[src/rtl/draw_scheduler_pkg.sv]
// draw_scheduler_pkg
// Purpose: shared types and constants for the puzzle-screen redraw scheduler.
//   - state_t   : scheduler FSM states (CLEAR exists only when CLEAR_PHASE_EN is defined)
//   - *_DEF     : default screen size and grid-phase length
//   - BLACK/WHITE colour constants
//   - cnt_width : counter width helper that never returns zero
// Configuration macro: CLEAR_PHASE_EN
package draw_scheduler_pkg;

  localparam int SCREEN_W_DEF    = 160;
  localparam int SCREEN_H_DEF    = 120;
  localparam int GRID_CYCLES_DEF = 1280;

  localparam logic [2:0] BLACK = 3'b000;
  localparam logic [2:0] WHITE = 3'b111;

  typedef enum logic [2:0] {
    ST_IDLE,
`ifdef CLEAR_PHASE_EN
    ST_CLEAR,
`endif
    ST_GRID_RST,
    ST_GRID,
    ST_TILE_START,
    ST_TILE_WAIT,
    ST_DONE
  } state_t;

  // A count range of one still needs a one-bit register.
  function automatic int cnt_width(input int n);
    return (n > 1) ? $clog2(n) : 1;
  endfunction

endpackage

[src/rtl/draw_scheduler_if.sv]
// draw_scheduler_if
// Purpose: the VGA plotter bus owned by the redraw scheduler.
// Signals:
//   vga_x     [7:0] plotter x coordinate
//   vga_y     [6:0] plotter y coordinate
//   vga_color [2:0] plotter colour
//   vga_plot        plotter write strobe
// Modports: master (scheduler drives the bus), slave (VGA adapter consumes it).
interface draw_scheduler_if;
  logic [7:0] vga_x;
  logic [6:0] vga_y;
  logic [2:0] vga_color;
  logic       vga_plot;

  modport master (output vga_x, output vga_y, output vga_color, output vga_plot);
  modport slave  (input  vga_x, input  vga_y, input  vga_color, input  vga_plot);
endinterface

[src/rtl/draw_scheduler_clear_sweeper.sv]
// clear_sweeper
// Purpose: raster counter for the background clear sweep, x fastest, y slowest.
// Ports:
//   clk, reset  clock and synchronous active-high reset
//   start       reload the raster position to (0,0)
//   en          advance one pixel this cycle
//   x [7:0]     current column
//   y [6:0]     current row
//   last        current position is (SCREEN_W-1, SCREEN_H-1)
// Used only when CLEAR_PHASE_EN is defined.
module clear_sweeper
  import draw_scheduler_pkg::*;
#(
  parameter int SCREEN_W = SCREEN_W_DEF,
  parameter int SCREEN_H = SCREEN_H_DEF
) (
  input  logic       clk,
  input  logic       reset,
  input  logic       start,
  input  logic       en,
  output logic [7:0] x,
  output logic [6:0] y,
  output logic       last
);

  localparam int XW = cnt_width(SCREEN_W);
  localparam int YW = cnt_width(SCREEN_H);
  localparam logic [XW-1:0] X_LAST = XW'(SCREEN_W - 1);
  localparam logic [YW-1:0] Y_LAST = YW'(SCREEN_H - 1);

  logic [XW-1:0] x_q, x_d;
  logic [YW-1:0] y_q, y_d;

  assign last = (x_q == X_LAST) && (y_q == Y_LAST);
  assign x    = 8'(x_q);
  assign y    = 7'(y_q);

  // Next raster position; the counter parks on the final pixel instead of wrapping.
  always_comb begin
    x_d = x_q;
    y_d = y_q;
    if (start) begin
      x_d = '0;
      y_d = '0;
    end else if (en && !last) begin
      if (x_q == X_LAST) begin
        x_d = '0;
        y_d = y_q + YW'(1);
      end else begin
        x_d = x_q + XW'(1);
      end
    end
  end

  // Raster position register.
  always_ff @(posedge clk) begin
    if (reset) begin
      x_q <= '0;
      y_q <= '0;
    end else begin
      x_q <= x_d;
      y_q <= y_d;
    end
  end

endmodule

[src/rtl/draw_scheduler.sv]
// draw_scheduler
// Purpose: sequences a full puzzle-screen redraw over the single VGA plotter:
//   optional background clear, then the grid drawer, then the tile drawer.
//   Only the active phase reaches the plotter; all plotter outputs are registered.
// Ports:
//   clk, reset                        clock, synchronous active-high reset
//   redraw_req                        one-cycle redraw request
//   busy                              high while a redraw is in progress (incl. DONE)
//   redraw_done                       one-cycle pulse when the tile phase finishes
//   grid_rst / grid_en                grid drawer restart pulse / enable
//   grid_x, grid_y, grid_color        grid drawer pixel
//   tile_start                        one-cycle tile drawer start pulse
//   tile_plot, tile_x, tile_y, tile_color, tile_done   tile drawer pixel and finish
//   vga                               plotter bus (draw_scheduler_if.master)
// Configuration macro: CLEAR_PHASE_EN adds the CLEAR sweep with BG_COLOR.
module draw_scheduler
  import draw_scheduler_pkg::*;
#(
  parameter int GRID_CYCLES = GRID_CYCLES_DEF
`ifdef CLEAR_PHASE_EN
  ,
  parameter int          SCREEN_W = SCREEN_W_DEF,
  parameter int          SCREEN_H = SCREEN_H_DEF,
  parameter logic [2:0]  BG_COLOR = BLACK
`endif
) (
  input  logic                     clk,
  input  logic                     reset,
  input  logic                     redraw_req,
  output logic                     busy,
  output logic                     redraw_done,
  output logic                     grid_rst,
  output logic                     grid_en,
  input  logic [7:0]               grid_x,
  input  logic [6:0]               grid_y,
  input  logic [2:0]               grid_color,
  output logic                     tile_start,
  input  logic                     tile_plot,
  input  logic [7:0]               tile_x,
  input  logic [6:0]               tile_y,
  input  logic [2:0]               tile_color,
  input  logic                     tile_done,
  draw_scheduler_if.master         vga
);

  localparam int GW = cnt_width(GRID_CYCLES);
  localparam logic [GW-1:0] GRID_LAST = GW'(GRID_CYCLES - 1);

`ifdef CLEAR_PHASE_EN
  localparam state_t FIRST_PHASE = ST_CLEAR;
`else
  localparam state_t FIRST_PHASE = ST_GRID_RST;
`endif

  state_t        state_q, state_d;
  logic          pending_q, pending_d;
  logic [GW-1:0] grid_cnt_q, grid_cnt_d;
  logic [7:0]    vga_x_q, vga_x_d;
  logic [6:0]    vga_y_q, vga_y_d;
  logic [2:0]    vga_color_q, vga_color_d;
  logic          vga_plot_q, vga_plot_d;

`ifdef CLEAR_PHASE_EN
  logic       sweep_start;
  logic       sweep_en;
  logic [7:0] sweep_x;
  logic [6:0] sweep_y;
  logic       sweep_last;

  clear_sweeper #(
    .SCREEN_W (SCREEN_W),
    .SCREEN_H (SCREEN_H)
  ) u_sweeper (
    .clk   (clk),
    .reset (reset),
    .start (sweep_start),
    .en    (sweep_en),
    .x     (sweep_x),
    .y     (sweep_y),
    .last  (sweep_last)
  );
`endif

  assign vga.vga_x     = vga_x_q;
  assign vga.vga_y     = vga_y_q;
  assign vga.vga_color = vga_color_q;
  assign vga.vga_plot  = vga_plot_q;

  // Next-state and phase outputs. Coordinates hold outside the plotting phases,
  // while the strobe defaults low so idle clients can never reach the plotter.
  // Any request seen while busy collapses into the single pending flag; DONE
  // consumes it (or a same-cycle request) and restarts without passing IDLE.
  always_comb begin
    state_d     = state_q;
    pending_d   = pending_q;
    grid_cnt_d  = '0;
    vga_x_d     = vga_x_q;
    vga_y_d     = vga_y_q;
    vga_color_d = vga_color_q;
    vga_plot_d  = 1'b0;
    busy        = 1'b1;
    redraw_done = 1'b0;
    grid_rst    = 1'b0;
    grid_en     = 1'b0;
    tile_start  = 1'b0;
`ifdef CLEAR_PHASE_EN
    sweep_en    = 1'b0;
`endif

    if (state_q != ST_IDLE && redraw_req) begin
      pending_d = 1'b1;
    end

    case (state_q)
      ST_IDLE: begin
        busy = 1'b0;
        if (redraw_req) begin
          state_d = FIRST_PHASE;
        end
      end
`ifdef CLEAR_PHASE_EN
      ST_CLEAR: begin
        sweep_en    = 1'b1;
        vga_x_d     = sweep_x;
        vga_y_d     = sweep_y;
        vga_color_d = BG_COLOR;
        vga_plot_d  = 1'b1;
        if (sweep_last) begin
          state_d = ST_GRID_RST;
        end
      end
`endif
      ST_GRID_RST: begin
        grid_rst = 1'b1;
        state_d  = ST_GRID;
      end
      ST_GRID: begin
        grid_en     = 1'b1;
        vga_x_d     = grid_x;
        vga_y_d     = grid_y;
        vga_color_d = grid_color;
        vga_plot_d  = 1'b1;
        if (grid_cnt_q == GRID_LAST) begin
          state_d = ST_TILE_START;
        end else begin
          grid_cnt_d = grid_cnt_q + GW'(1);
        end
      end
      ST_TILE_START: begin
        tile_start = 1'b1;
        state_d    = ST_TILE_WAIT;
      end
      ST_TILE_WAIT: begin
        vga_x_d     = tile_x;
        vga_y_d     = tile_y;
        vga_color_d = tile_color;
        vga_plot_d  = tile_plot;
        if (tile_done) begin
          state_d = ST_DONE;
        end
      end
      ST_DONE: begin
        redraw_done = 1'b1;
        pending_d   = 1'b0;
        state_d     = (pending_q || redraw_req) ? FIRST_PHASE : ST_IDLE;
      end
      default: begin
        state_d = ST_IDLE;
      end
    endcase

`ifdef CLEAR_PHASE_EN
    sweep_start = (state_d == ST_CLEAR) && (state_q != ST_CLEAR);
`endif
  end

  // State, pending flag, grid counter and registered plotter outputs.
  always_ff @(posedge clk) begin
    if (reset) begin
      state_q     <= ST_IDLE;
      pending_q   <= 1'b0;
      grid_cnt_q  <= '0;
      vga_x_q     <= '0;
      vga_y_q     <= '0;
      vga_color_q <= '0;
      vga_plot_q  <= 1'b0;
    end else begin
      state_q     <= state_d;
      pending_q   <= pending_d;
      grid_cnt_q  <= grid_cnt_d;
      vga_x_q     <= vga_x_d;
      vga_y_q     <= vga_y_d;
      vga_color_q <= vga_color_d;
      vga_plot_q  <= vga_plot_d;
    end
  end

endmodule

[src/flat_wrapper.sv]
// flat-port wrapper written by rule: the top's interface ports become plain ports
module draw_scheduler_flat import draw_scheduler_pkg::*;
#(
  parameter int GRID_CYCLES = GRID_CYCLES_DEF

)
  (clk, reset, redraw_req, busy, redraw_done, grid_rst, grid_en, grid_x, grid_y, grid_color, tile_start, tile_plot, tile_x, tile_y, tile_color, tile_done, vga_vga_x, vga_vga_y, vga_vga_color, vga_vga_plot);
  draw_scheduler_if vga_i ();
  input  logic clk;
  input  logic reset;
  input  logic redraw_req;
  output logic busy;
  output logic redraw_done;
  output logic grid_rst;
  output logic grid_en;
  input  logic [7:0] grid_x;
  input  logic [6:0] grid_y;
  input  logic [2:0] grid_color;
  output logic tile_start;
  input  logic tile_plot;
  input  logic [7:0] tile_x;
  input  logic [6:0] tile_y;
  input  logic [2:0] tile_color;
  input  logic tile_done;
  output wire logic [$bits(vga_i.vga_x)-1:0] vga_vga_x;
  output wire logic [$bits(vga_i.vga_y)-1:0] vga_vga_y;
  output wire logic [$bits(vga_i.vga_color)-1:0] vga_vga_color;
  output wire logic [$bits(vga_i.vga_plot)-1:0] vga_vga_plot;
  assign vga_vga_x = vga_i.vga_x;
  assign vga_vga_y = vga_i.vga_y;
  assign vga_vga_color = vga_i.vga_color;
  assign vga_vga_plot = vga_i.vga_plot;
  draw_scheduler #(.GRID_CYCLES(GRID_CYCLES)) u_core (.clk(clk), .reset(reset), .redraw_req(redraw_req), .busy(busy), .redraw_done(redraw_done), .grid_rst(grid_rst), .grid_en(grid_en), .grid_x(grid_x), .grid_y(grid_y), .grid_color(grid_color), .tile_start(tile_start), .tile_plot(tile_plot), .tile_x(tile_x), .tile_y(tile_y), .tile_color(tile_color), .tile_done(tile_done), .vga(vga_i));
endmodule
[config.mk]
export PLATFORM = sky130hd
export DESIGN_NAME = draw_scheduler_flat
export DESIGN_NICKNAME = d
export VERILOG_FILES = /design/src/rtl/draw_scheduler_pkg.sv /design/src/rtl/draw_scheduler_if.sv /design/src/rtl/draw_scheduler_clear_sweeper.sv /design/src/rtl/draw_scheduler.sv /design/src/flat_wrapper.sv
export SDC_FILE = /design/constraint.sdc
export NUM_CORES = 1
export LEC_CHECK = 0
export CAP_MARGIN = 20
export CORE_UTILIZATION = 42
export CTS_CLUSTER_DIAMETER = 50
export DETAILED_ROUTE_END_ITERATION = 8
export PLACE_DENSITY = 0.83
export SLEW_MARGIN = 20
export SYNTH_ARGS = -nofsm -noshare
export SYNTH_HDL_FRONTEND = slang
export SYNTH_SLANG_ARGS = --single-unit
[constraint.sdc]
create_clock -name clk -period 1.8 [get_ports clk]
set_input_delay 0.54 -clock clk [delete_from_list [all_inputs] [get_ports clk]]
set_output_delay 0.54 -clock clk [all_outputs]
set_load 0.01 [all_outputs]
**Yosys cells after proc, flatten, opt, wreduce, memory -nomap -nowiden**

Cells that the tools add are included.

- Bits in registers: 34
- Input bits: 41
- Output and inout bits: 24
- Word-level logic and storage cells: 40

- Add/subtract/negate cells: 1
- Eq/ne operators: 9
- Multiplexer cells: 14
- Bitwise operators: 1
- Reduce and logical (&&, ||, !) cells: 8

Operators with widths:

| operator | number |
|---|---|
| $pmux 3 s6 | 1 |
| $pmux 8 s2 | 1 |
| $pmux 7 s2 | 1 |
| $add 11x1->11 const B | 1 |
| $eq 11x11->1 const B | 1 |
| $mux 3 | 3 |
| $eq 3x2->1 const B | 2 |
| $eq 3x3->1 const B | 2 |
| $mux 1 | 6 |
| $pmux 3 s2 | 1 |
| $ne 2x2->1 const B | 2 |
| $eq 3x1->1 const B | 1 |
| $logic_not 3->1 | 1 |
| $reduce_and 3->1 | 1 |
| $reduce_bool 3->1 | 1 |
| $reduce_or 3->1 | 1 |
| $ne 2x1->1 const B | 1 |
| $pmux 1 s2 | 1 |
| $reduce_bool 2->1 | 1 |
| $reduce_or 2->1 | 1 |
| $logic_and 1x1->1 | 1 |
| $logic_or 1x1->1 | 1 |
| $not 1->1 | 1 |

**Depth between registers and ports, before layout**

Gate-level depths: netlist of the first run.

- Depth in word-level cells: 3
- Gate-level depth with buffers: 6
- Depth with buffers taken out: 4

**Least setup slack after synthesis of the first run**

OpenSTA, ideal clock, no wires.

- Path kind: flip-flop to output port
- From: register u_core.state_q[1]
- To: output grid_en
- Data arrival time: 1.013 ns
- Required time: 1.260 ns
- Slack: 0.247 ns
- Stages on the path, launching flop included: 5
- Path buffers: 2
- Cell sequence: dfxtp_1 -> buf_4 -> or3b_4 -> clkinv_2 -> buf_6

- Longest elaborated chain between the ends: 2

Ends and longest elaborated chain:

| item | RTL line | source |
|---|---|---|
| from (decl) | draw_scheduler.sv:55 | `state_t state_q, state_d;` |
| from (signal assigned) | draw_scheduler.sv:188 | `state_q <= state_d;` |
| $eq 3x2->1 | draw_scheduler.sv:114 | `case (state_q)` |
| $mux 1 | draw_scheduler.sv:114 |  |
| to (decl) | flat_wrapper.sv:15 | `output logic grid_en;` |

Every way passes these cells.

**Worst setup path after layout of the first run**

- From: register u_core.state_q[2]
- To: output busy

- Longest elaborated chain between the ends: 2

Ends and longest elaborated chain:

| item | RTL line | source |
|---|---|---|
| $logic_not 3->1 | draw_scheduler.sv:114 |  |
| $mux 1 | draw_scheduler.sv:114 |  |
| to (decl) | flat_wrapper.sv:12 | `output logic busy;` |

Every way passes these cells.

==> impl_metrics.py, run 1 <==
metrics = {
    "placed_design": {
        "pre_cts_slack_ns": -0.0456,
        "placed_cells": 290,
        "post-dp-hpwl_um": 2750,
        "routabilityCongestion": 0.827,
        "portBuffers": 64,
    },
    "finish": {
        "final_util": 0.693,
        "drive_gt1_frac": 0.134,
        "areaGrowthSynthToFinish_pct": 54.4,
        "fill_cells": 263,
        "multi_input_area_um2": 732,
        "nets": 294,
        "regArea_um2": 684,
        "diodes": 0,
        "instances_no_fill": 299,
    },
    "synth": {
        "netlist_instances": 181,
        "synthArstFlopShare": 0,
        "synth_top_area_share": 0.448,
        "synth_area_leaders": "dfxtp_1 45%, a311oi_1 9.2%, nand2_1 8.4%",
        "synth-edff-count": 0,
        "synthTopCellsByCount": "34 x dfxtp_1, 34 x nand2_1, 24 x nor2_1",
        "synth_area_um2": 1520,
        "yosys.area.top_type": "dfxtp_1",
        "yosysWarnings": 0,
        "synth_fp_nets": 223,
        "ys_ff_latch": 34,
        "yosysUniqueCellTypes": 30,
        "ys.flop_type": "dfxtp_1",
        "synth_seq_area_share": 0.448,
        "syn_area_per_cell_um2": 8.40,
    },
    "detailed_routing": {
        "vias": 1558,
        "drtIter0Drc": 124,
        "post_drt_wl_per_cell_um": 13.0,
        "viasPerCell": 5.21,
        "ant_nets": 0,
        "first_pass_iters": 4,
        "drt_wl_total_um": 3900,
        "drc": 0,
    },
    "global_routing": {
        "grt_use_total": 0.213,
        "use_met3": 0.0772,
        "top_usage_layer": "met2",
        "antenna_found_initial": 0,
        "grt_overflow": 0,
        "gr-usage-met1": 0.279,
        "grt_pass1_wl_um": 6530,
        "grt_max_degree": 35,
        "gr-usage-met2": 0.328,
        "grt_pass1_vias": 1399,
    },
    "sta": {
        "slew_viol_final": 0,
        "finClkSkew_ns": 0.00786,
        "relSlewSlack": 0.640,
        "fin_ws_ns": -0.0473,
        "hold_ws_ns": 0.468,
        "setup_violations": 1,
        "rsz0062_at_grt": "yes",
        "timing_hold_violations_final": 0,
        "min_period_ns": 1.85,
        "fmax_mhz": 541,
        "period_share": 1.03,
        "max_slew.worst_pin.slew_ns": 0.538,
    },
    "clocking": {
        "cts_tree": "yes",
        "cts-buffers-inserted": 5,
        "clock_latency_ns": 0.34,
        "clk_path_buf_depth": 2,
        "cts-htree-levels": 2,
        "cts_sinks": 34,
        "cts-root-buf": "clkbuf_4",
        "cts.clk_slew.worst_paths_ns": 0.10,
    },
    "critical_path": {
        "path_max_fanout": 5,
        "slowest_stage": "or3_4",
        "worst-endpoint-arrival_ns": 1.31,
        "cp-end-kind": "output port",
        "startpoint": "u_core.state_q[2]",
        "cp.buffers_inverters": 2,
        "crit_type": "register to output port",
        "critPathMaxStageDelay_ns": 0.38,
        "crit_path_frequent_cell": "buf_6",
        "cp-start-kind": "register",
        "critPathRequiredTime_ns": 1.26,
        "crit_cells": 3,
        "critical-path-top-delay-family": "simple AND/OR/NAND/NOR gates",
        "crit_chain": "buf_6 -> or3_4 -> buf_6",
        "r2r-start": "u_core.grid_cnt_q[0]",
        "rr_worst_depth": 5,
    },
    "min_path": {
        "min_path_type": "register to register",
        "min_from": "u_core.vga.vga_x[2]",
        "holdPathStages": 2,
    },
    "die": {
        "num_rows": 21,
        "die_y_um": 62.2,
        "core_um2": 3390,
        "ios": 65,
        "die-width_um": 62.2,
        "dieArea_um2": 3860,
        "start_util": 0.449,
    },
    "run": {
        "max_cap_violations": 0,
    },
    "power_and_ir_drop": {
        "ir_drop_v": 0.000659,
        "p_per_area_nw_per_um2": 1130,
        "p_total_mw": 2.66,
        "leakage_nw": 1.11,
    },
    "run_status": {
        "status": "finished, violations left",
        "violations": "negative setup slack",
    },
}
## registers in the layout, indices dropped and copies added, names as in the netlist
name	count
u_core.grid_cnt_q	11
u_core.pending_q	1
u_core.state_q	3
u_core.vga.vga_color	3
u_core.vga.vga_plot	1
u_core.vga.vga_x	8
u_core.vga.vga_y	7
## per-stage QoR
stage	cell area [um^2]	setup TNS, ns
finish	2350	-0.0473
global route	2350	-0.188
CTS	2300	-0.0423
detailed placement	2220	-0.0853
global placement	2220	-0.0427
floorplan	1520	0
## where the power goes
group / internal (mW) / total (mW) / switching (mW)
Sequential: 0.924 / 1.00 / 0.0760
Combinational: 0.653 / 1.21 / 0.560
Clock: 0.189 / 0.446 / 0.256
## cell usage in the layout (no fill, tap or decap), types with 2 or more instances in the layout
cell	n
a21oi_1	11
a22oi_1	2
a311oi_1	16
and3b_1	2
buf_4	12
buf_6	4
clkbuf_4	5
clkdlybuf4s50_1	42
clkinv_2	2
dfxtp_1	31
dfxtp_2	3
dlymetal6s2s_1	17
inv_1	5
nand2_1	34
nand3_1	5
nand4_1	2
nor2_1	24
nor3_1	4
nor3b_1	2
o21ai_0	5
o31ai_1	2
or3_1	4
or4_1	2
xnor2_1	3
## worst min-delay path, stage by stage (launching register included)
cell and delay, ns:
dfxtp_1 0.32, nand3_1 0.06, a21oi_1 0.05
## final cells by class
type / instances / share of cell area
well taps: 46 / 0.0245
flip-flops and latches: 34 / 0.292
clock buffers: 7 / 0.0235
inverters: 6 / 0.0101
repair buffers: 78 / 0.336
clock inverters: 1 / 0.00213
multi-input cells: 127 / 0.312
## logic make-up (layout without fill, tap and decap cells)
logic type               count (synthesis)  after routing  share of synthesized area
adder cells (fa/ha/maj)                  1              1                    0.00823
AO/OA/AOI/OAI                           39             39                      0.188
XOR/XNOR                                 4              4                     0.0230
flip-flops                              34             34                      0.448
buffers and inverters                   20             92                     0.0807
AND/OR/NAND/NOR                         83             83                      0.252
## worst paths after layout
path | slack [ns] | endpoint
hold / removal | 0.47 | u_core.vga.vga_x[2]
hold reg to reg | 0.47 | u_core.vga.vga_x[2]
setup reg to reg | 0.18 | u_core.grid_cnt_q[10]
setup / recovery | -0.05 | busy
## timing repair
| item | in CTS | in global routing |
|---|---|---|
| endpoints found under the setup margin | 5 | 32 |
| gates resized for setup | 25 | 19 |
| buffers inserted | 1 | 0 |
| pin swaps | 1 | 0 |
| hold buffers | 0 | 0 |
## metal layers
layer	routed length [um]	share of wire	up-vias
met3	338	0.087	7
met1	1830	0.47	715
met5	0	0	-
met2	1690	0.43	55
li1	-	-	781
met4	44	0.011	0
No activity file was read; power rests on OpenSTA's default activity.
==> run 2, diff against run 1 <==
Settings changed: TNS_END_PERCENT set to 20.
==> run 2 against run 1 <==
  * The flow still finishes with violations (negative setup slack)
  * Combinational power hardly changed
  * Clock power hardly changed
  * Routed wire length stayed put
  * Sequential share of layout area stayed put
  * Worst setup slack stayed put
  * Non-clock buffer count stayed put
  * Die area stayed put
  * Sequential power hardly changed
  * Power stayed put
  * Count of clock-buffer cells in the layout stayed put
  * Fmax stayed put
  * Critical path type unchanged
  * Largest cell class unchanged
==> impl_metrics.py, run 2 (synthesis gave the netlist of run 1 again) <==
metrics = {
    "die": {
        "die_y_um": 62.2,
        "die-width_um": 62.2,
        "start_util": 0.449,
        "num_rows": 21,
        "dieArea_um2": 3860,
        "core_um2": 3390,
        "ios": 65,
    },
    "placed_design": {
        "routabilityCongestion": 0.827,
        "post-dp-hpwl_um": 2750,
        "place_area_um2": 2220,
        "portBuffers": 64,
        "pre_cts_slack_ns": -0.0456,
    },
    "critical_path": {
        "r2r-start": "u_core.grid_cnt_q[0]",
        "cp-start-kind": "register",
        "crit_type": "register to output port",
        "startpoint": "u_core.state_q[2]",
        "path_max_fanout": 5,
        "worst-endpoint-arrival_ns": 1.31,
        "critPathRequiredTime_ns": 1.26,
        "cp-end-kind": "output port",
    },
    "sta": {
        "slew_viol_final": 0,
        "fin_tns_setup_ns": -0.0473,
        "max_slew.worst_pin.slew_ns": 0.538,
        "finClkSkew_ns": 0.00786,
        "min_period_ns": 1.85,
        "hold_ws_ns": 0.468,
        "fin_ws_ns": -0.0473,
        "timing_hold_violations_final": 0,
        "rsz0062_at_grt": "yes",
        "relSlewSlack": 0.640,
        "period_share": 1.03,
        "setup_violations": 1,
        "fmax_mhz": 541,
    },
    "finish": {
        "final_common_cell": "clkdlybuf4s50_1",
        "layout_common_cells": "42 x clkdlybuf4s50_1, 34 x nand2_1, 31 x dfxtp_1, 24 x nor2_1, 17 x dlymetal6s2s_1",
        "nets": 294,
        "fill_cells": 263,
        "stdcell_area_um2": 2350,
        "regMostFlops": "u_core.grid_cnt_q",
        "drive_gt1_frac": 0.134,
        "largest_reg_flops": 11,
        "areaGrowthSynthToFinish_pct": 54.4,
        "diodes": 0,
    },
    "detailed_routing": {
        "vias": 1558,
        "viasPerCell": 5.21,
        "drtIter0Drc": 124,
        "ant_nets": 0,
        "first_pass_iters": 4,
        "post_drt_wl_per_cell_um": 13.0,
        "drc": 0,
        "drt_wl_total_um": 3900,
    },
    "run_status": {
        "status": "finished, violations left",
        "violations": "negative setup slack",
    },
    "global_routing": {
        "grt_pass1_wl_um": 6530,
        "grt_max_degree": 35,
        "antenna_found_initial": 0,
        "grt_overflow": 0,
        "grt_pass1_vias": 1399,
        "grt_use_total": 0.213,
    },
    "clocking": {
        "clk_path_buf_depth": 2,
        "cts-buffers-inserted": 5,
        "cts-root-buf": "clkbuf_4",
        "cts_sinks": 34,
        "cts-htree-levels": 2,
        "hold_buffers": 0,
        "clock_latency_ns": 0.34,
        "cts_tree": "yes",
        "cts.clk_slew.worst_paths_ns": 0.10,
    },
    "power_and_ir_drop": {
        "leakage_nw": 1.11,
        "p_total_mw": 2.66,
        "p_per_area_nw_per_um2": 1130,
        "ir_drop_v": 0.000659,
    },
    "run": {
        "max_cap_violations": 0,
    },
    "min_path": {
        "min_path_type": "register to register",
        "min_from": "u_core.vga.vga_x[2]",
    },
}
[run 2: final cells by class]
cell class,instances,area [um^2],share of cell area
multi-input cells,127,732,0.312
inverters,6,23.8,0.0101
flip-flops and latches,34,684,0.292
clock buffers,7,55.1,0.0235
clock inverters,1,5.00,0.00213
well taps,46,57.6,0.0245
repair buffers,78,790,0.336
[run 2: worst max-delay path, stage by stage, from the launching register on]
cell and delay [ns]:
dfxtp_2 0.34, buf_6 0.12, or3_4 0.38, buf_6 0.13
[run 2: worst paths after layout]
path	end	slack, ns	cells past startpoint
setup / recovery	busy	-0.05	3
setup reg to reg	u_core.grid_cnt_q[10]	0.18	5
hold / removal	u_core.vga.vga_x[2]	0.47	2
hold reg to reg	u_core.vga.vga_x[2]	0.47	2
[run 2: through the flow]
step,util,std cells
final,0.693,299
after detailed placement,0.654,290
after CTS,0.678,299
after floorplan,-,181
after global routing,0.693,299
after global placement,0.654,290
[run 2: what timing repair did]
item,CTS,global route
setup buffers,1,0
pin swaps,1,0
endpoints found under the setup margin,5,32
resized for setup,25,19
hold endpoints to repair,0,0
[run 2: per-layer routing]
metal | up-vias | global-route usage | wire, um
met4 | 0 | 0.0610 | 44
met2 | 55 | 0.328 | 1690
met3 | 7 | 0.0772 | 338
li1 | 781 | - | -
met1 | 715 | 0.279 | 1830
met5 | - | 0 | 0
[run 2: report_power, final]
group          total, mW  leakage, nW  switching [mW]  internal (mW)
clock              0.446       0.0353           0.256          0.189
sequential          1.00        0.277          0.0760          0.924
combinational       1.21        0.802           0.560          0.653
total               2.66         1.11           0.892           1.77
